--- config.mk ---
export PLATFORM = sky130hd
export DESIGN_NAME = param_calculator
export DESIGN_NICKNAME = d
export VERILOG_FILES = /design/src/rtl/calc_pkg.sv /design/src/rtl/calc_history.sv /design/src/rtl/param_calculator.sv
export SDC_FILE = /design/constraint.sdc
export NUM_CORES = 1
export LEC_CHECK = 0
export CAP_MARGIN = 20
export CORE_MARGIN = 1.5
export CORE_UTILIZATION = 35
export DETAILED_ROUTE_END_ITERATION = 10
export GPL_ROUTABILITY_DRIVEN = 0
export SLEW_MARGIN = 20
export SYNTH_ARGS = -nofsm -noshare
export SYNTH_HDL_FRONTEND = slang
export SYNTH_HIERARCHICAL = 1
export SYNTH_SLANG_ARGS = --single-unit
--- constraint.sdc ---
create_clock -name clock -period 3 [get_ports clock]
set_clock_uncertainty 0.05 [all_clocks]
set_input_delay 0.6 -clock clock [delete_from_list [all_inputs] [get_ports clock]]
set_output_delay 0.6 -clock clock [all_outputs]
set_load 0.02 [all_outputs]
--- src/rtl/calc_pkg.sv ---
// calc_pkg: shared types for the accumulator calculator.
//   op_t    - 3-bit opcode as presented on OpIn
//   state_t - control state (IDLE accepts requests, MUL runs the multiply)
//   OP_W    - opcode width
package calc_pkg;

  localparam int OP_W = 3;

  typedef enum logic [OP_W-1:0] {
    OP_ADD  = 3'd0,
    OP_SUB  = 3'd1,
    OP_OR   = 3'd2,
    OP_EQ   = 3'd3,
    OP_AND  = 3'd4,
    OP_XOR  = 3'd5,
    OP_MUL  = 3'd6,
    OP_UNDO = 3'd7
  } op_t;

  typedef enum logic {
    IDLE = 1'b0,
    MUL  = 1'b1
  } state_t;

endpackage

--- src/rtl/calc_history.sv ---
// calc_history: LIFO undo stack built on a ring buffer.
//   clock, Reset - clock and asynchronous active-high reset
//   push, din    - store din as the newest entry; when full the oldest
//                  entry is overwritten and count stays at DEPTH
//   pop          - drop the newest entry; no effect when empty
//   dout         - newest entry (meaningless while count==0)
//   count        - number of valid entries, 0..DEPTH
// push has priority if both are raised in the same cycle.
module calc_history #(
  parameter int WIDTH = 8,
  parameter int DEPTH = 4
) (
  input  logic                       clock,
  input  logic                       Reset,
  input  logic                       push,
  input  logic                       pop,
  input  logic [WIDTH-1:0]           din,
  output logic [WIDTH-1:0]           dout,
  output logic [$clog2(DEPTH+1)-1:0] count
);

  localparam int CNT_W = $clog2(DEPTH+1);
  localparam int PTR_W = (DEPTH > 1) ? $clog2(DEPTH) : 1;
  localparam logic [PTR_W-1:0] LAST = PTR_W'(DEPTH-1);
  localparam logic [CNT_W-1:0] FULL = CNT_W'(DEPTH);

  logic [WIDTH-1:0] mem [DEPTH];
  logic [PTR_W-1:0] wp;      // next slot to write (oldest slot when full)
  logic [PTR_W-1:0] wp_nxt;
  logic [PTR_W-1:0] top_idx; // slot holding the newest entry

  assign wp_nxt  = (wp == LAST) ? '0 : wp + PTR_W'(1);
  assign top_idx = (wp == '0) ? LAST : wp - PTR_W'(1);
  assign dout    = mem[top_idx];

  always_ff @(posedge clock or posedge Reset) begin
    if (Reset) begin
      wp    <= '0;
      count <= '0;
    end else if (push) begin
      wp <= wp_nxt;
      if (count != FULL) count <= count + CNT_W'(1);
    end else if (pop && count != '0) begin
      wp    <= top_idx;
      count <= count - CNT_W'(1);
    end
  end

  // Storage needs no reset: entries are only read while count says valid.
  always_ff @(posedge clock) begin
    if (push) mem[wp] <= din;
  end

endmodule

--- src/rtl/param_calculator.sv ---
// param_calculator: WIDTH-bit accumulator calculator with an iterative
// multiplier and a DEPTH-deep undo history.
//   clock     - system clock, rising edge
//   Reset     - asynchronous, active-high reset
//   Enter     - request level; only a rising edge while idle is accepted
//   NumIn     - operand
//   OpIn      - opcode (ADD SUB OR EQ AND XOR MUL UNDO)
//   NumOut    - accumulator
//   Busy      - multiply in progress
//   Overflow  - carry/borrow/high-half status of the last completed op
//   HistCount - number of valid undo entries
// Build option: define CALC_SATURATE_EN to clamp ADD/MUL overflow to all
// ones and SUB borrow to zero instead of wrapping.
module param_calculator
  import calc_pkg::*;
#(
  parameter int WIDTH = 8,
  parameter int DEPTH = 4
) (
  input  logic                       clock,
  input  logic                       Reset,
  input  logic                       Enter,
  input  logic [WIDTH-1:0]           NumIn,
  input  logic [OP_W-1:0]            OpIn,
  output logic [WIDTH-1:0]           NumOut,
  output logic                       Busy,
  output logic                       Overflow,
  output logic [$clog2(DEPTH+1)-1:0] HistCount
);

  localparam int CW = $clog2(WIDTH+1);

  state_t             state, state_d;
  logic               enter_q;
  logic [WIDTH-1:0]   acc, acc_d;
  logic               ovf, ovf_d;
  logic [WIDTH-1:0]   mplier, mplier_d;
  logic [2*WIDTH-1:0] prod, prod_d;
  logic [CW-1:0]      cnt, cnt_d;
  logic               push, pop;
  logic [WIDTH-1:0]   hist_top;
  logic               accept;
  op_t                op;

  logic [WIDTH:0]     add_full;
  logic [WIDTH-1:0]   sub_res;
  logic               borrow;
  logic [WIDTH:0]     hsum;
  logic [2*WIDTH-1:0] prod_step;

  assign op       = op_t'(OpIn);
  assign accept   = Enter & ~enter_q & (state == IDLE);
  assign add_full = {1'b0, acc} + {1'b0, NumIn};
  assign sub_res  = acc - NumIn;
  assign borrow   = NumIn > acc;

  // Right-shifting shift-add: add the multiplicand into the high half when
  // the current multiplier LSB is set, then shift the whole product right.
  // After WIDTH steps the product is fully aligned.
  assign hsum      = {1'b0, prod[2*WIDTH-1:WIDTH]} + {1'b0, (mplier[0] ? acc : '0)};
  assign prod_step = {hsum, prod[WIDTH-1:1]};

  calc_history #(.WIDTH(WIDTH), .DEPTH(DEPTH)) u_hist (
    .clock (clock),
    .Reset (Reset),
    .push  (push),
    .pop   (pop),
    .din   (acc),
    .dout  (hist_top),
    .count (HistCount)
  );

  always_ff @(posedge clock or posedge Reset) begin
    if (Reset) begin
      state   <= IDLE;
      enter_q <= 1'b0;
      acc     <= '0;
      ovf     <= 1'b0;
      mplier  <= '0;
      prod    <= '0;
      cnt     <= '0;
    end else begin
      state   <= state_d;
      enter_q <= Enter;
      acc     <= acc_d;
      ovf     <= ovf_d;
      mplier  <= mplier_d;
      prod    <= prod_d;
      cnt     <= cnt_d;
    end
  end

  always_comb begin
    state_d  = state;
    acc_d    = acc;
    ovf_d    = ovf;
    mplier_d = mplier;
    prod_d   = prod;
    cnt_d    = cnt;
    push     = 1'b0;
    pop      = 1'b0;

    unique case (state)
      IDLE: begin
        if (accept) begin
          // Everything except UNDO records the pre-op accumulator.
          push = (op != OP_UNDO);
          unique case (op)
            OP_ADD: begin
              acc_d = add_full[WIDTH-1:0];
              ovf_d = add_full[WIDTH];
`ifdef CALC_SATURATE_EN
              if (add_full[WIDTH]) acc_d = '1;
`endif
            end
            OP_SUB: begin
              acc_d = sub_res;
              ovf_d = borrow;
`ifdef CALC_SATURATE_EN
              if (borrow) acc_d = '0;
`endif
            end
            OP_OR: begin
              acc_d = acc | NumIn;
              ovf_d = 1'b0;
            end
            OP_EQ: begin
              acc_d = (acc == NumIn) ? WIDTH'(1) : '0;
              ovf_d = 1'b0;
            end
            OP_AND: begin
              acc_d = acc & NumIn;
              ovf_d = 1'b0;
            end
            OP_XOR: begin
              acc_d = acc ^ NumIn;
              ovf_d = 1'b0;
            end
            OP_MUL: begin
              // Accumulator keeps the multiplicand; Overflow is left alone
              // until the multiply completes.
              state_d  = MUL;
              mplier_d = NumIn;
              prod_d   = '0;
              cnt_d    = CW'(WIDTH);
            end
            OP_UNDO: begin
              pop   = 1'b1;
              ovf_d = 1'b0;
              if (HistCount != '0) acc_d = hist_top;
            end
            default: ;
          endcase
        end
      end
      MUL: begin
        prod_d   = prod_step;
        mplier_d = mplier >> 1;
        cnt_d    = cnt - CW'(1);
        if (cnt == CW'(1)) begin
          state_d = IDLE;
          acc_d   = prod_step[WIDTH-1:0];
          ovf_d   = |prod_step[2*WIDTH-1:WIDTH];
`ifdef CALC_SATURATE_EN
          if (|prod_step[2*WIDTH-1:WIDTH]) acc_d = '1;
`endif
        end
      end
      default: state_d = IDLE;
    endcase
  end

  assign NumOut   = acc;
  assign Busy     = (state == MUL);
  assign Overflow = ovf;

endmodule
# Yosys cells after proc, flatten, opt, wreduce, memory -nomap -nowiden
# Memory sizes are Yosys's and may differ from the RTL's.
# Index checks and enable logic that the tools add are counted.
totals:
  regBits: 44
  rom_bits: 0
  out_inout_bits: 13
  mem_count: 1
  latch_bits: 0
  input_bits: 14
  ram_bits: 32
op_classes:
  n_mux: 38
  n_div: 0
  bitwise: 7
  n_mul: 0
  n_shift: 0
  order_cmp: 1
  addsub: 8
  eq_ne: 19
  reduce_logical: 11
mem_list:
  columns: ["memory", "words", "word_bits", "read_ports", "rd_clocked_by_memory_dff", "wr", "line", "source"]
  rows:
  - ["u_hist.mem", 4, 8, 1, 0, 1, "calc_history.sv:27", "logic [WIDTH-1:0] mem [DEPTH];"]
op_table:
  columns: ["operator", "n"]
  rows:
  - ["8-bit case mux with 7 select lines", 1]
  - ["8-bit 2-to-1 mux", 6]
  - ["16-bit 2-to-1 mux", 2]
  - ["16-bit case mux with 2 select lines", 1]
  - ["8-bit case mux with 2 select lines", 2]
  - ["8-bit by 8-bit adder with 9-bit output", 2]
  - ["1-bit 2-to-1 mux", 13]
  - ["3-bit == test (second input constant)", 4]
  - ["3-bit 2-to-1 mux", 3]
  - ["3-bit inequality test (second input constant)", 3]
  - ["8-bit AND", 1]
  - ["8-bit == test", 1]
  - ["8-bit > comparator", 1]
  - ["2-bit 2-to-1 mux", 4]
  - ["4-bit 2-to-1 mux", 2]
  - ["8-bit by 1-bit inequality test with 1-bit output (second input constant)", 1]
  - ["8-bit bitwise OR", 1]
  - ["4-bit case mux with 2 select lines", 1]
  - ["8-bit OR reduction", 1]
  - ["8-bit subtractor", 1]
  - ["8-bit bitwise XOR", 1]
  - ["3-bit by 2-bit == test with 1-bit output (second input constant)", 2]
  - ["2-bit by 1-bit inequality test with 1-bit output (second input constant)", 3]
  - ["5-bit OR reduction", 1]
  - ["other kinds (22)", 26]

# Logic depth before layout (Yosys ltp)
# Gate-level depths: netlist of the first run.
depth:
  ltp_word: 8
  mapped_depth: 13

# Cells and area by module
# Netlist of the first run, hierarchy kept.
by_module_without_submodules:
  columns: ["module", "area_per_inst_um2", "n_inst", "cells_per_inst"]
  rows:
  - ["param_calculator", 3468.3, 1, 418]
  - ["calc_history", 1619.1, 1, 107]

# Worst setup path before layout of the first run
# No wires, ideal clock.
synth_timing:
  path_type: "input to register"
  from: "in OpIn[0]"
  to: "reg u_hist.count[2]"
  n_path_buf: 3
  required_ps: 2863
  t_arrival_ps: 2461
  slack_ps: 402
  path_stages: 9
  path_cell_list: "clkbuf_1 > buf_1 > nand3_1 > and2_1 > buf_2 > inv_2 > fa_1 > or3_1 > a22oi_1"
synth_between:
  word_cells_on_any_way: 12
  cone_classes: "3 x eq/ne; 6 x mux; 3 x reduce/logical"
synth_lines:
  columns: ["item", "line", "source"]
  rows:
  - ["from (decl)", "param_calculator.sv:24", "input logic [OP_W-1:0] OpIn,"]
  - ["3-bit inequality test *", "param_calculator.sv:107", "push = (op != OP_UNDO);"]
  - ["1-bit 2-to-1 mux *", "param_calculator.sv:105", "if (accept) begin"]
  - ["1-bit 2-to-1 mux *", "param_calculator.sv:103", "unique case (state)"]
  - ["net push", "param_calculator.sv:40", "logic push, pop;"]
  - ["2-bit by 1-bit inequality test with 1-bit output (no source line) or 2-bit nonzero test (tied branches)", null, null]
  - ["2-bit AND reduction (no source line)", null, null]
  - ["to (signal assigned)", "calc_history.sv:42", "if (count != FULL) count <= count + CNT_W'(1);"]
  - ["to (signal assigned)", "calc_history.sv:45", "count <= count - CNT_W'(1);"]
  - ["to (decl)", "calc_history.sv:19", "output logic [$clog2(DEPTH+1)-1:0] count"]
# The timed path passes the listed nets; every way through them passes the cells marked *.
# A chain may end at the register's enable or synchronous reset.

# Final worst setup path of the first run
layout_timing:
  from: "in NumIn[0]"
  to: "reg acc[6], in the netlist NumOut[6]"
layout_between:
  elab_chain_cells: 4
  word_cells_on_any_way: 5
  cone_classes: "2 x add/sub; 3 x mux"
layout_rtl:
  columns: ["item", "line", "source"]
  rows:
  - ["from (decl)", "param_calculator.sv:23", "input logic [WIDTH-1:0] NumIn,"]
  - ["8-bit subtractor or 8-bit by 8-bit adder with 9-bit output (tied branches)", "param_calculator.sv:54, param_calculator.sv:53", null]
  - ["8-bit case mux with 7 select lines *", "param_calculator.sv:108", "unique case (op)"]
  - ["8-bit 2-to-1 mux *", "param_calculator.sv:105", null]
  - ["8-bit case mux with 2 select lines *", "param_calculator.sv:103", null]
  - ["to (signal assigned)", "param_calculator.sv:77", "acc <= '0;"]
  - ["to (signal assigned)", "param_calculator.sv:85", "acc <= acc_d;"]
  - ["to (decl)", "param_calculator.sv:35", "logic [WIDTH-1:0] acc, acc_d;"]
# Mark *: on every way between the ends. The rest lies on a longest branch, timed or not. The select of a mux whose other input is x is not followed.

==> qor.json, run 1 <==
{
  "status": {"value": "finished, final reports clean"},
  "power_switching_share": {"value": 42.7, "unit": "%"},
  "yosys.area_share.simple": {"value": 15.2, "unit": "%"},
  "syn2layout_area_growth": {"value": 18.6, "unit": "%"},
  "max-slew-margin-rel": {"value": 48.7, "unit": "%"},
  "grt-ovfl-total": {"value": 0},
  "synth.yosys.seq_area_share": {"value": 40.0, "unit": "%"},
  "finalNonFillerCells": {"value": 761},
  "worst_path_maximum_fanout": {"value": 4},
  "synth_enable_flop_cells": {"value": 32},
  "cts_setup_buffers": {"value": 0},
  "comb_power_share": {"value": 51.3, "unit": "%"},
  "yosys_register_bits": {"value": 75},
  "compound_gate_portion_of_the_synthesized_area": {"value": 20.5, "unit": "%"},
  "design.die.area": {"value": 0.0153, "unit": "sq mm"},
  "floorplan.die.width": {"value": 124, "unit": "microns"},
  "power_per_cell_area": {"value": 938, "unit": "mW/mm^2"},
  "route.detailed.vias_per_inst": {"value": 5.46},
  "grt.total_usage": {"value": 18.5, "unit": "%"},
  "syn-cell-area": {"value": 0.00509, "unit": "sq mm"},
  "critical_path_class": {"value": "primary input to register"},
  "setup_viol": {"value": 0},
  "final_hold_viol_count": {"value": 0},
  "via_count": {"value": 4155},
  "most-common-layout-cells": {"value": "sky130_fd_sc_hd__buf_4, sky130_fd_sc_hd__nand2_1, sky130_fd_sc_hd__dfrtp_1, sky130_fd_sc_hd__a21oi_1, sky130_fd_sc_hd__ha_1"},
  "leakage_dissipation": {"value": 2.58, "unit": "nW"},
  "min_path_type": {"value": "primary input to async pin"},
  "flop_pwr_share": {"value": 30.9, "unit": "%"},
  "synthMuxAreaShare": {"value": 5.76, "unit": "%"},
  "synth.avg_cell_area": {"value": 9.69, "unit": "sq um"},
  "post_route_cells_drive_above_1_share": {"value": 13.6, "unit": "%"},
  "cts_sinks": {"value": 75},
  "grt_first_pass_wirelength": {"value": 21500, "unit": "microns"},
  "fillerInstances": {"value": 1347},
  "synthDistinctLibCells": {"value": 71},
  "p_switching": {"value": 0.00242, "unit": "W"},
  "p_total": {"value": 0.00566, "unit": "W"},
  "clk_pin_slew_worst_paths": {"value": 60, "unit": "ps"},
  "wire_per_inst": {"value": 17.2, "unit": "microns"},
  "slew_violations": {"value": 0},
  "num_rows": {"value": 43},
  "drc_violation_total_after_the_first_tritonroute_iteration": {"value": 339},
  "reg2reg_depth": {"value": 9},
  "htree_levels": {"value": 3},
  "post_synth_xor_area_fraction": {"value": 1.55, "unit": "%"},
  "place.detailed.hpwl": {"value": 9740, "unit": "microns"},
  "post-route-drc-count": {"value": 0},
  "crit_path_start_kind": {"value": "primary input"},
  "finalWorstPathRequiredPeriod": {"value": 2850, "unit": "ps"},
  "crit_path_dat": {"value": 3060, "unit": "ps"},
  "antenna_violations_before_repair": {"value": 0},
  "final_min_period_over_clock_period": {"value": 94.9, "unit": "%"},
  "die_span_in_y": {"value": 124, "unit": "microns"},
  "initial_utilization": {"value": 36.2, "unit": "%"},
  "tritoncts.num_buffers": {"value": 9},
  "synthesis.nets": {"value": 582},
  "grt_setup_unrepaired": {"value": "no"},
  "pin_count_of_the_biggest_net_entering_global_routing": {"value": 39},
  "cap_viol_max_count": {"value": 0},
  "dpl_worst_slack": {"value": -210, "unit": "ps"},
  "tritoncts": {"value": "done"},
  "critPathCaptureType": {"value": "register"},
  "post_cts_hold_buffer_count": {"value": 0},
  "worst_skew_pair.late_latency": {"value": 350, "unit": "ps"},
  "final_antenna_net_count": {"value": 0},
  "port_buffers": {"value": 26},
  "antenna-diode-count": {"value": 0},
  "via_count_of_the_first_global_routing_pass": {"value": 4111},
  "internal-power": {"value": 0.00325, "unit": "W"},
  "detail_route.first_pass.iterations": {"value": 7},
  "synth_top_family_by_area": {"value": "compound AO/OA/AOI/OAI gates"},
  "synth_largest_area_cell": {"value": "sky130_fd_sc_hd__dfrtp_1"},
  "setup_slack": {"value": 154, "unit": "ps"},
  "synth.top_cells.by_area": {"value": "sky130_fd_sc_hd__dfrtp_1, sky130_fd_sc_hd__edfxtp_1, sky130_fd_sc_hd__ha_1"},
  "power.clock.fraction": {"value": 17.8, "unit": "%"},
  "synth_top_cell_area_share": {"value": 21.2, "unit": "%"},
  "numPlacedInstances": {"value": 745},
  "synthArstFlopShare": {"value": 57.3, "unit": "%"},
  "synth-adder-area-share": {"value": 11.2, "unit": "%"},
  "core_area": {"value": 0.0140, "unit": "sq mm"},
  "cts_buffer_depth": {"value": 2},
  "timing_worst_slew_pin_value": {"value": 766, "unit": "ps"},
  "mostFrequentLayoutCell": {"value": "sky130_fd_sc_hd__buf_4"},
  "totalWireLength": {"value": 13100, "unit": "microns"},
  "root_buffer": {"value": "sky130_fd_sc_hd__clkbuf_16"},
  "max_freq": {"value": 351, "unit": "MHz"},
  "postCtsResizedCells": {"value": 0},
  "worst-endpoint-required": {"value": 3220, "unit": "ps"},
  "io_pins": {"value": 27},
  "power.ir.vdd_worst": {"value": 0.449, "unit": "mV"},
  "finalNetCount": {"value": 633},
  "yosysWarnings": {"value": 6},
  "synth-main-ff-cell": {"value": "sky130_fd_sc_hd__dfrtp_1"},
  "postSynthCellCount": {"value": 525}
}
[power groups by stage]
stage                     clock, W  sequential, W  combinational (W)
after floorplan                  0        0.00173            0.00192
after global placement           0        0.00175            0.00284
after detailed placement         0        0.00176            0.00289
after CTS                  0.00103        0.00175            0.00290
after global routing       0.00106        0.00180            0.00323
final                      0.00101        0.00175            0.00291
[routing by layer]
metal / global-route usage, % / part of all wire [%] / up-vias
li1: - / - / 2024
met1: 24.6 / 46 / 1995
met2: 30.0 / 47 / 120
met3: 4.38 / 5.8 / 16
met4: 5.46 / 1.7 / 0
met5: 0 / 0 / -
[stage by stage]
| stage | cell area [sq um] | hold WS, ps | utilization (%) | TNS, ps |
|---|---|---|---|---|
| after CTS | 6040 | 429 | 43.0 | 0 |
| after global placement | 5770 | 412 | 41.1 | -200 |
| after floorplan | 5090 | 329 | - | 0 |
| final | 6040 | 422 | 43.0 | 0 |
| after detailed placement | 5770 | 416 | 41.1 | -260 |
| after global routing | 6040 | 451 | 43.0 | 0 |
[worst paths after layout]
check | to | slack [ps] | start
worst max-delay path | NumOut[6]$_DFFE_PP0P_ | 150 | NumIn[0]
worst min register to register | mplier[0]$_DFFE_PP0P_ | 430 | mplier[1]$_DFFE_PP0P_
max in group asynchronous | mplier[0]$_DFFE_PP0P_ | 1870 | Reset
worst min-delay path | u_hist/count[0]$_DFFE_PP0P_ | 420 | Reset
min in group clock | mplier[0]$_DFFE_PP0P_ | 430 | mplier[1]$_DFFE_PP0P_
worst max register to register | NumOut[6]$_DFFE_PP0P_ | 260 | NumOut[0]$_DFFE_PP0P_
[synthesized netlist by cell type, drive strengths merged (10+ instances only)]
library cell,n
nor2,24
and2,13
nand3,10
a21oi,39
a211oi,13
inv,35
clkbuf,17
o21ai,38
buf,16
nand2,45
mux2i,18
dfrtp,43
ha,39
edfxtp,32
[critical path, stage by stage]
cell	delay [ps]
sky130_fd_sc_hd__clkdlybuf4s50_1	480
sky130_fd_sc_hd__ha_1	260
sky130_fd_sc_hd__fa_1	410
sky130_fd_sc_hd__nor3_1	230
sky130_fd_sc_hd__nor3_1	120
sky130_fd_sc_hd__o31ai_1	250
sky130_fd_sc_hd__mux2_2	360
sky130_fd_sc_hd__a31o_1	220
sky130_fd_sc_hd__a22oi_2	130
[sequential cells by signal, summed over array words and instances (netlist names)]
signal,count
u_hist/count,3
Busy,1
u_hist/mem,32
Overflow,1
enter_q,1
mplier,8
prod,15
u_hist/wp,2
NumOut,8
cnt,4
[final cells by class]
class	count	area, sq um	area share, %
inverter	35	131	2.18
timing repair buffer	73	613	10.2
sequential	75	2040	33.7
clock buffer	10	229	3.79
multi-input combinational	382	2760	45.7
tap	180	225	3.73
clock inverter	6	41.3	0.684
[kinds of logic (layout without fill, tap and decap cells)]
group | Yosys count | after routing
flops | 75 | 75
fa+ha+maj | 43 | 43
mux | 26 | 26
buf+inv | 68 | 124
simple gates | 145 | 145
xor+xnor | 9 | 9
compound gates | 159 | 159
No activity file was read; power rests on OpenSTA's default activity.
==> inputs of run 2 (changes only) <==
--- a/config.mk
+++ b/config.mk
@@ -7,9 +7,10 @@
 export LEC_CHECK = 0
 export CAP_MARGIN = 20
 export CORE_MARGIN = 1.5
-export CORE_UTILIZATION = 35
+export CORE_UTILIZATION = 50
 export DETAILED_ROUTE_END_ITERATION = 10
 export GPL_ROUTABILITY_DRIVEN = 0
+export PLACE_DENSITY = 0.68
 export SLEW_MARGIN = 20
 export SYNTH_ARGS = -nofsm -noshare
 export SYNTH_HDL_FRONTEND = slang
==> run 2 against run 1 <==
Clock power is essentially flat. Critical path depth did not move. Die area is 29% lower. Critical endpoint unchanged. Largest cell class unchanged. Largest power group unchanged.
==> qor.json, run 2 (synthesized netlist as in run 1, its figures left out) <==
{
  "setup_viol": {"value": 0, "change": "unchanged"},
  "worstReg2RegEnd": {"value": "NumOut[6]$_DFFE_PP0P_", "change": "unchanged"},
  "cts_buffer_depth": {"value": 2, "change": "unchanged"},
  "power.ir.vdd_worst": {"value": 0.571, "unit": "mV", "change": "was 0.449 mV"},
  "post-route-drc-count": {"value": 0, "change": "unchanged"},
  "grt_first_pass_wirelength": {"value": 20800, "unit": "microns", "change": "was 21500 microns"},
  "initial_utilization": {"value": 51.8, "unit": "%", "change": "was 36.2%"},
  "grt.busiest_layer": {"value": "met2", "change": "unchanged"},
  "final_min_period_over_clock_period": {"value": 92.4, "unit": "%", "change": "was 94.9%"},
  "detail_route.first_pass.iterations": {"value": 6, "change": "was 7"},
  "crit_path_start_kind": {"value": "primary input", "change": "unchanged"},
  "via_count_of_the_first_global_routing_pass": {"value": 4116, "change": "was 4111"},
  "num_rows": {"value": 36, "change": "was 43"},
  "max-slew-margin-rel": {"value": 48.3, "unit": "%", "change": "was 48.7%"},
  "postCtsResizedCells": {"value": 0, "change": "unchanged"},
  "fillerInstances": {"value": 854, "change": "was 1347"},
  "wire_per_inst": {"value": 17.9, "unit": "microns", "change": "was 17.2 microns"},
  "largest_register_ff_count": {"value": 32, "change": "unchanged"},
  "numPlacedInstances": {"value": 696, "change": "was 745"},
  "finalWorstPathRequiredPeriod": {"value": 2770, "unit": "ps", "change": "was 2850 ps"},
  "timing_worst_slew_pin_value": {"value": 776, "unit": "ps", "change": "was 766 ps"},
  "tritoncts": {"value": "done", "change": "unchanged"},
  "use_met1": {"value": 32.2, "unit": "%", "change": "was 24.6%"},
  "crit_slowest_cell": {"value": "sky130_fd_sc_hd__clkdlybuf4s50_1", "change": "unchanged"},
  "worstSetupPathDepth": {"value": 9, "change": "unchanged"},
  "path_delay_family": {"value": "adder cells", "change": "unchanged"},
  "top_register": {"value": "u_hist/mem", "change": "unchanged"},
  "internal-power": {"value": 0.00335, "unit": "W", "change": "was 0.00325 W"},
  "tritoncts.num_buffers": {"value": 9, "change": "unchanged"},
  "finalNetCount": {"value": 631, "change": "was 633"},
  "most-common-layout-cells": {"value": "sky130_fd_sc_hd__nand2_1, sky130_fd_sc_hd__buf_4, sky130_fd_sc_hd__dfrtp_1, sky130_fd_sc_hd__a21oi_1, sky130_fd_sc_hd__ha_1", "change": "was sky130_fd_sc_hd__buf_4, sky130_fd_sc_hd__nand2_1, sky130_fd_sc_hd__dfrtp_1, sky130_fd_sc_hd__a21oi_1, sky130_fd_sc_hd__ha_1"},
  "post_cts_hold_buffer_count": {"value": 0, "change": "unchanged"},
  "drc_violation_total_after_the_first_tritonroute_iteration": {"value": 492, "change": "was 339"},
  "slew_violations": {"value": 0, "change": "unchanged"},
  "min_path_type": {"value": "primary input to async pin", "change": "unchanged"},
  "p_switching": {"value": 0.00240, "unit": "W", "change": "was 0.00242 W"},
  "setup_slack": {"value": 229, "unit": "ps", "change": "was 154 ps"},
  "syn2layout_area_growth": {"value": 17.3, "unit": "%", "change": "was 18.6%"},
  "design.die.area": {"value": 0.0108, "unit": "sq mm", "change": "was 0.0153 sq mm"},
  "totalWireLength": {"value": 12700, "unit": "microns", "change": "was 13100 microns"},
  "critPathCaptureType": {"value": "register", "change": "unchanged"},
  "cts_setup_buffers": {"value": 0, "change": "unchanged"},
  "port_buffers": {"value": 26, "change": "unchanged"},
  "mostFrequentLayoutCell": {"value": "sky130_fd_sc_hd__nand2_1", "change": "was sky130_fd_sc_hd__buf_4"},
  "worst_path_maximum_fanout": {"value": 4, "change": "unchanged"},
  "io_pins": {"value": 27, "change": "unchanged"},
  "cap_viol_max_count": {"value": 0, "change": "unchanged"},
  "global_route.usage.met3": {"value": 5.51, "unit": "%", "change": "was 4.38%"},
  "max_freq": {"value": 361, "unit": "MHz", "change": "was 351 MHz"},
  "comb_power_share": {"value": 51.6, "unit": "%", "change": "was 51.3%"},
  "flop_pwr_share": {"value": 30.2, "unit": "%", "change": "was 30.9%"},
  "cp_bufs_invs": {"value": 1, "change": "unchanged"},
  "top_regs": {"value": "u_hist/mem x32, prod x15", "change": "unchanged"},
  "p_total": {"value": 0.00575, "unit": "W", "change": "was 0.00566 W"},
  "power.clock.fraction": {"value": 18.2, "unit": "%", "change": "was 17.8%"},
  "grt_setup_unrepaired": {"value": "no", "change": "unchanged"},
  "grt-ovfl-total": {"value": 0, "change": "unchanged"},
  "antenna_violations_before_repair": {"value": 0, "change": "unchanged"},
  "via_count": {"value": 4233, "change": "was 4155"},
  "die_span_in_y": {"value": 104, "unit": "microns", "change": "was 124 microns"},
  "finalNonFillerCells": {"value": 712, "change": "was 761"},
  "route.detailed.vias_per_inst": {"value": 5.95, "change": "was 5.46"},
  "final_antenna_net_count": {"value": 0, "change": "unchanged"},
  "crit_path_max_incr_delay": {"value": 480, "unit": "ps", "change": "about the same"},
  "worst_skew_pair.late_latency": {"value": 350, "unit": "ps", "change": "about the same"},
  "critical_path_class": {"value": "primary input to register", "change": "unchanged"},
  "grt.total_usage": {"value": 24.0, "unit": "%", "change": "was 18.5%"},
  "status": {"value": "finished, final reports clean", "change": "unchanged"},
  "timing.critical_path.mode_cell": {"value": "sky130_fd_sc_hd__nor3_1", "change": "unchanged"},
  "postLayoutCoreUtil": {"value": 60.8, "unit": "%", "change": "was 43.0%"},
  "reg2reg_depth": {"value": 9, "change": "unchanged"},
  "core_area": {"value": 0.00982, "unit": "sq mm", "change": "was 0.0140 sq mm"},
  "final_hold_viol_count": {"value": 0, "change": "unchanged"},
  "root_buffer": {"value": "sky130_fd_sc_hd__clkbuf_8", "change": "was sky130_fd_sc_hd__clkbuf_16"},
  "antenna-diode-count": {"value": 0, "change": "unchanged"},
  "power_switching_share": {"value": 41.8, "unit": "%", "change": "was 42.7%"},
  "critical_path.reg2reg.startpoint": {"value": "NumOut[0]$_DFFE_PP0P_", "change": "unchanged"},
  "clk_pin_slew_worst_paths": {"value": 90, "unit": "ps", "change": "was 60 ps"},
  "crit_path_dat": {"value": 2990, "unit": "ps", "change": "was 3060 ps"},
  "floorplan.die.width": {"value": 104, "unit": "microns", "change": "was 124 microns"},
  "htree_levels": {"value": 3, "change": "unchanged"},
  "place.detailed.hpwl": {"value": 9150, "unit": "microns", "change": "was 9740 microns"},
  "post_route_cells_drive_above_1_share": {"value": 13.5, "unit": "%", "change": "was 13.6%"},
  "dpl_worst_slack": {"value": -113, "unit": "ps", "change": "was -210 ps"},
  "grtUsageMet2": {"value": 38.7, "unit": "%", "change": "was 30.0%"},
  "setup.reg_to_reg.worst_slack": {"value": 350, "unit": "ps", "change": "was 260 ps"},
  "power_per_cell_area": {"value": 963, "unit": "mW/mm^2", "change": "was 938 mW/mm^2"},
  "pin_count_of_the_biggest_net_entering_global_routing": {"value": 56, "change": "was 39"},
  "timing.critical_path.cells": {"value": "clkdlybuf4s50_1 -> ha_1 -> fa_1 -> nor3_1 -> nor3_1 -> o31ai_1 -> mux2_2 -> a31o_1 -> a22oi_2", "change": "unchanged"},
  "worst-endpoint-required": {"value": 3220, "unit": "ps", "change": "about the same"},
  "leakage_dissipation": {"value": 2.58, "unit": "nW", "change": "about the same"},
  "cts_sinks": {"value": 75, "change": "unchanged"}
}
## run 2: metrics by stage
stage | hold WS (ps) | TNS [ps] | instance area (sq um)
3_3_place_gp | 417 | -71.1 | 5700
2_1_floorplan | 329 | 0 | 5090
3_5_place_dp | 430 | -191 | 5700
4_1_cts | 413 | 0 | 5970
5_1_grt | 441 | 0 | 5970
6_report | 414 | 0 | 5970
## run 2: worst max-delay path by stage
stage | from | slack (ps) | to
4_1_cts | NumIn[0] | 250 | NumOut[6]$_DFFE_PP0P_
3_3_place_gp | NumIn[0] | -70 | NumOut[6]$_DFFE_PP0P_
5_1_grt | NumIn[0] | 80 | NumOut[6]$_DFFE_PP0P_
6_report | NumIn[0] | 230 | NumOut[6]$_DFFE_PP0P_
3_5_place_dp | NumIn[0] | -110 | NumOut[6]$_DFFE_PP0P_
2_1_floorplan | OpIn[0] | 400 | u_hist/count[2]$_DFFE_PP0P_
## run 2: area by class of cell
class | count | area [sq um] | share of cell area, %
Clock buffer | 10 | 128 | 2.14
Clock inverter | 6 | 138 | 2.31
Multi-Input combinational cell | 382 | 2760 | 46.2
Timing Repair Buffer | 71 | 611 | 10.2
Tap cell | 133 | 166 | 2.79
Sequential cell | 75 | 2040 | 34.1
Inverter | 35 | 131 | 2.20
## run 2: worst reg2reg max path, stage by stage, from the launching register on
cell and delay, ps:
sky130_fd_sc_hd__dfrtp_1 540, sky130_fd_sc_hd__inv_1 110, sky130_fd_sc_hd__ha_1 230, sky130_fd_sc_hd__fa_1 400, sky130_fd_sc_hd__nor3_1 210, sky130_fd_sc_hd__nor3_1 120
sky130_fd_sc_hd__o31ai_1 220, sky130_fd_sc_hd__mux2_2 360, sky130_fd_sc_hd__a31o_1 210, sky130_fd_sc_hd__a22oi_2 110
## run 2: power by group through the flow
stage | clock network [W] | registers [W] | logic, W
final | 0.00104 | 0.00174 | 0.00297
after detailed placement | 0 | 0.00175 | 0.00292
after floorplan | 0 | 0.00173 | 0.00192
after CTS | 0.00106 | 0.00173 | 0.00294
after global placement | 0 | 0.00173 | 0.00284
after global routing | 0.00111 | 0.00178 | 0.00325
## run 2: layer usage
layer	up-vias	part of all wire [%]
li1	2007	-
met5	-	0
met4	0	1.6
met3	23	8.0
met2	191	47
met1	2012	44
==> inputs of run 3 (changes only) <==
--- a/config.mk
+++ b/config.mk
@@ -5,12 +5,13 @@
 export SDC_FILE = /design/constraint.sdc
 export NUM_CORES = 1
 export LEC_CHECK = 0
-export CAP_MARGIN = 20
+export CAP_MARGIN = 25
 export CORE_MARGIN = 1.5
 export CORE_UTILIZATION = 50
 export DETAILED_ROUTE_END_ITERATION = 10
 export GPL_ROUTABILITY_DRIVEN = 0
 export PLACE_DENSITY = 0.68
+export REMOVE_ABC_BUFFERS = 1
 export SLEW_MARGIN = 20
 export SYNTH_ARGS = -nofsm -noshare
 export SYNTH_HDL_FRONTEND = slang
==> run 3 against run 2 <==
Setup slack lost 6.3 ps. First-iteration DRC count shrank 33%. Total power shrank 5.8%.
==> qor.json, run 3 (synthesized netlist as in run 1, its figures left out) <==
{
  "clk_pin_slew_worst_paths": {"value": 80, "unit": "ps", "change": "was 90 ps"},
  "wire_per_inst": {"value": 17.3, "unit": "microns", "change": "was 17.9 microns"},
  "largest_register_ff_count": {"value": 32, "change": "unchanged"},
  "cts_buffer_depth": {"value": 2, "change": "unchanged"},
  "power.ir.vdd_worst": {"value": 0.421, "unit": "mV", "change": "was 0.571 mV"},
  "power_per_cell_area": {"value": 924, "unit": "mW/mm^2", "change": "was 963 mW/mm^2"},
  "leakage_dissipation": {"value": 2.53, "unit": "nW", "change": "was 2.58 nW"},
  "numPlacedInstances": {"value": 694, "change": "was 696"},
  "timing_worst_slew_pin_value": {"value": 835, "unit": "ps", "change": "was 776 ps"},
  "drc_violation_total_after_the_first_tritonroute_iteration": {"value": 330, "change": "was 492"},
  "status": {"value": "finished, final reports clean", "change": "unchanged"},
  "design.die.area": {"value": 0.0108, "unit": "sq mm", "change": "unchanged"},
  "io_pins": {"value": 27, "change": "unchanged"},
  "root_buffer": {"value": "sky130_fd_sc_hd__clkbuf_8", "change": "unchanged"},
  "worst_skew_pair.late_latency": {"value": 340, "unit": "ps", "change": "was 350 ps"},
  "cts_setup_buffers": {"value": 0, "change": "unchanged"},
  "floorplan.die.width": {"value": 104, "unit": "microns", "change": "unchanged"},
  "min_path_type": {"value": "primary input to async pin", "change": "unchanged"},
  "grt_setup_unrepaired": {"value": "no", "change": "unchanged"},
  "crit_slowest_cell": {"value": "sky130_fd_sc_hd__clkdlybuf4s50_1", "change": "unchanged"},
  "post_cts_hold_buffer_count": {"value": 0, "change": "unchanged"},
  "grt.total_usage": {"value": 23.1, "unit": "%", "change": "was 24.0%"},
  "crit_path_max_incr_delay": {"value": 500, "unit": "ps", "change": "was 480 ps"},
  "tritoncts.num_buffers": {"value": 9, "change": "unchanged"},
  "slew_violations": {"value": 0, "change": "unchanged"},
  "grt-ovfl-total": {"value": 0, "change": "unchanged"},
  "grt_first_pass_wirelength": {"value": 20000, "unit": "microns", "change": "was 20800 microns"},
  "most-common-layout-cells": {"value": "sky130_fd_sc_hd__nand2_1, sky130_fd_sc_hd__dfrtp_1, sky130_fd_sc_hd__buf_4, sky130_fd_sc_hd__a21oi_1, sky130_fd_sc_hd__ha_1", "change": "was sky130_fd_sc_hd__nand2_1, sky130_fd_sc_hd__buf_4, sky130_fd_sc_hd__dfrtp_1, sky130_fd_sc_hd__a21oi_1, sky130_fd_sc_hd__ha_1"},
  "crit_path_dat": {"value": 2990, "unit": "ps", "change": "about the same"},
  "max_freq": {"value": 360, "unit": "MHz", "change": "was 361 MHz"},
  "postLayoutCoreUtil": {"value": 59.7, "unit": "%", "change": "was 60.8%"},
  "max-slew-margin-rel": {"value": 44.1, "unit": "%", "change": "was 48.3%"},
  "timing.critical_path.cells": {"value": "clkdlybuf4s50_1 -> ha_1 -> fa_1 -> nor3_1 -> nor3_1 -> o31ai_1 -> mux2_2 -> a31o_1 -> a22oi_2", "change": "unchanged"},
  "setup_viol": {"value": 0, "change": "unchanged"},
  "totalWireLength": {"value": 12300, "unit": "microns", "change": "was 12700 microns"},
  "path_delay_family": {"value": "adder cells", "change": "unchanged"},
  "finalNetCount": {"value": 629, "change": "was 631"},
  "antenna_violations_before_repair": {"value": 0, "change": "unchanged"},
  "final_min_period_over_clock_period": {"value": 92.6, "unit": "%", "change": "was 92.4%"},
  "finalNonFillerCells": {"value": 710, "change": "was 712"},
  "postCtsResizedCells": {"value": 0, "change": "unchanged"},
  "htree_levels": {"value": 3, "change": "unchanged"},
  "via_count_of_the_first_global_routing_pass": {"value": 3965, "change": "was 4116"},
  "die_span_in_y": {"value": 104, "unit": "microns", "change": "unchanged"},
  "place.detailed.hpwl": {"value": 9070, "unit": "microns", "change": "was 9150 microns"},
  "port_buffers": {"value": 26, "change": "unchanged"},
  "tns": {"value": 0, "unit": "ps", "change": "unchanged"},
  "initial_utilization": {"value": 51.8, "unit": "%", "change": "unchanged"},
  "pin_count_of_the_biggest_net_entering_global_routing": {"value": 56, "change": "unchanged"},
  "tritoncts": {"value": "done", "change": "unchanged"},
  "route.detailed.vias_per_inst": {"value": 5.86, "change": "was 5.95"},
  "mostFrequentLayoutCell": {"value": "sky130_fd_sc_hd__nand2_1", "change": "unchanged"},
  "antenna-diode-count": {"value": 0, "change": "unchanged"},
  "finalHoldWorstSlack": {"value": 428, "unit": "ps", "change": "was 414 ps"},
  "top_register": {"value": "u_hist/mem", "change": "unchanged"},
  "via_count": {"value": 4160, "change": "was 4233"},
  "post_route_cells_drive_above_1_share": {"value": 12.8, "unit": "%", "change": "was 13.5%"},
  "final_antenna_net_count": {"value": 0, "change": "unchanged"},
  "syn2layout_area_growth": {"value": 15.2, "unit": "%", "change": "was 17.3%"},
  "crit_path_start_kind": {"value": "primary input", "change": "unchanged"},
  "num_rows": {"value": 36, "change": "unchanged"},
  "detail_route.first_pass.iterations": {"value": 6, "change": "unchanged"},
  "critical_path_class": {"value": "primary input to register", "change": "unchanged"},
  "p_total": {"value": 0.00541, "unit": "W", "change": "was 0.00575 W"},
  "worst-endpoint-required": {"value": 3220, "unit": "ps", "change": "about the same"},
  "cap_viol_max_count": {"value": 0, "change": "unchanged"},
  "top_regs": {"value": "u_hist/mem x32, prod x15", "change": "unchanged"},
  "core_area": {"value": 0.00982, "unit": "sq mm", "change": "unchanged"},
  "final_hold_viol_count": {"value": 0, "change": "unchanged"},
  "timing.critical_path.mode_cell": {"value": "sky130_fd_sc_hd__nor3_1", "change": "unchanged"},
  "critPathCaptureType": {"value": "register", "change": "unchanged"},
  "finalWorstPathRequiredPeriod": {"value": 2780, "unit": "ps", "change": "was 2770 ps"},
  "worst_path_maximum_fanout": {"value": 4, "change": "unchanged"},
  "cp_bufs_invs": {"value": 1, "change": "unchanged"},
  "post-route-drc-count": {"value": 0, "change": "unchanged"},
  "cts_sinks": {"value": 75, "change": "unchanged"}
}
-- run 3: cell type report --
type | count | area, sq um
clock buffers | 11 | 131
clock inverters | 5 | 53.8
fillers | 882 | 3960
inverters | 35 | 131
multi-input cells | 382 | 2760
flip-flops and latches | 75 | 2040
well taps | 133 | 166
repair buffers | 69 | 583
-- run 3: layer usage --
layer  GRT usage, %  vias to the layer above  wire length (microns)
li1               -                     2000                      -
met1           32.7                     2004                   5710
met2           36.6                      129                   5600
met3           3.88                       27                    648
met4           7.04                        0                    314
met5              0                        -                      0
-- run 3: where the power goes --
group          internal (W)  switching [W]
logic               0.00130        0.00166
registers           0.00140       0.000306
clock network      0.000381       0.000370
-- run 3: stage by stage --
stage          setup WS (ps)  area [sq um]
6_report                 223          5860
5_1_grt                 46.0          5860
3_3_place_gp           -91.8          5680
2_1_floorplan           42.6          4930
3_5_place_dp            -113          5680
4_1_cts                  236          5860
-- run 3: worst paths after layout --
kind                                        from  slack [ps]                          end  cells past startpoint
setup / recovery                        NumIn[0]         220        NumOut[6]$_DFFE_PP0P_                      9
max in group asynchronous                  Reset        1880          prod[8]$_DFFE_PP0P_                      3
hold reg to reg            mplier[5]$_DFFE_PP0P_         440        mplier[4]$_DFFE_PP0P_                      2
hold / removal                             Reset         430  u_hist/count[2]$_DFFE_PP0P_                      2
min in group clock         mplier[5]$_DFFE_PP0P_         440        mplier[4]$_DFFE_PP0P_                      2
setup reg to reg           NumOut[0]$_DFFE_PP0P_         320         Overflow$_DFFE_PP0P_                      9
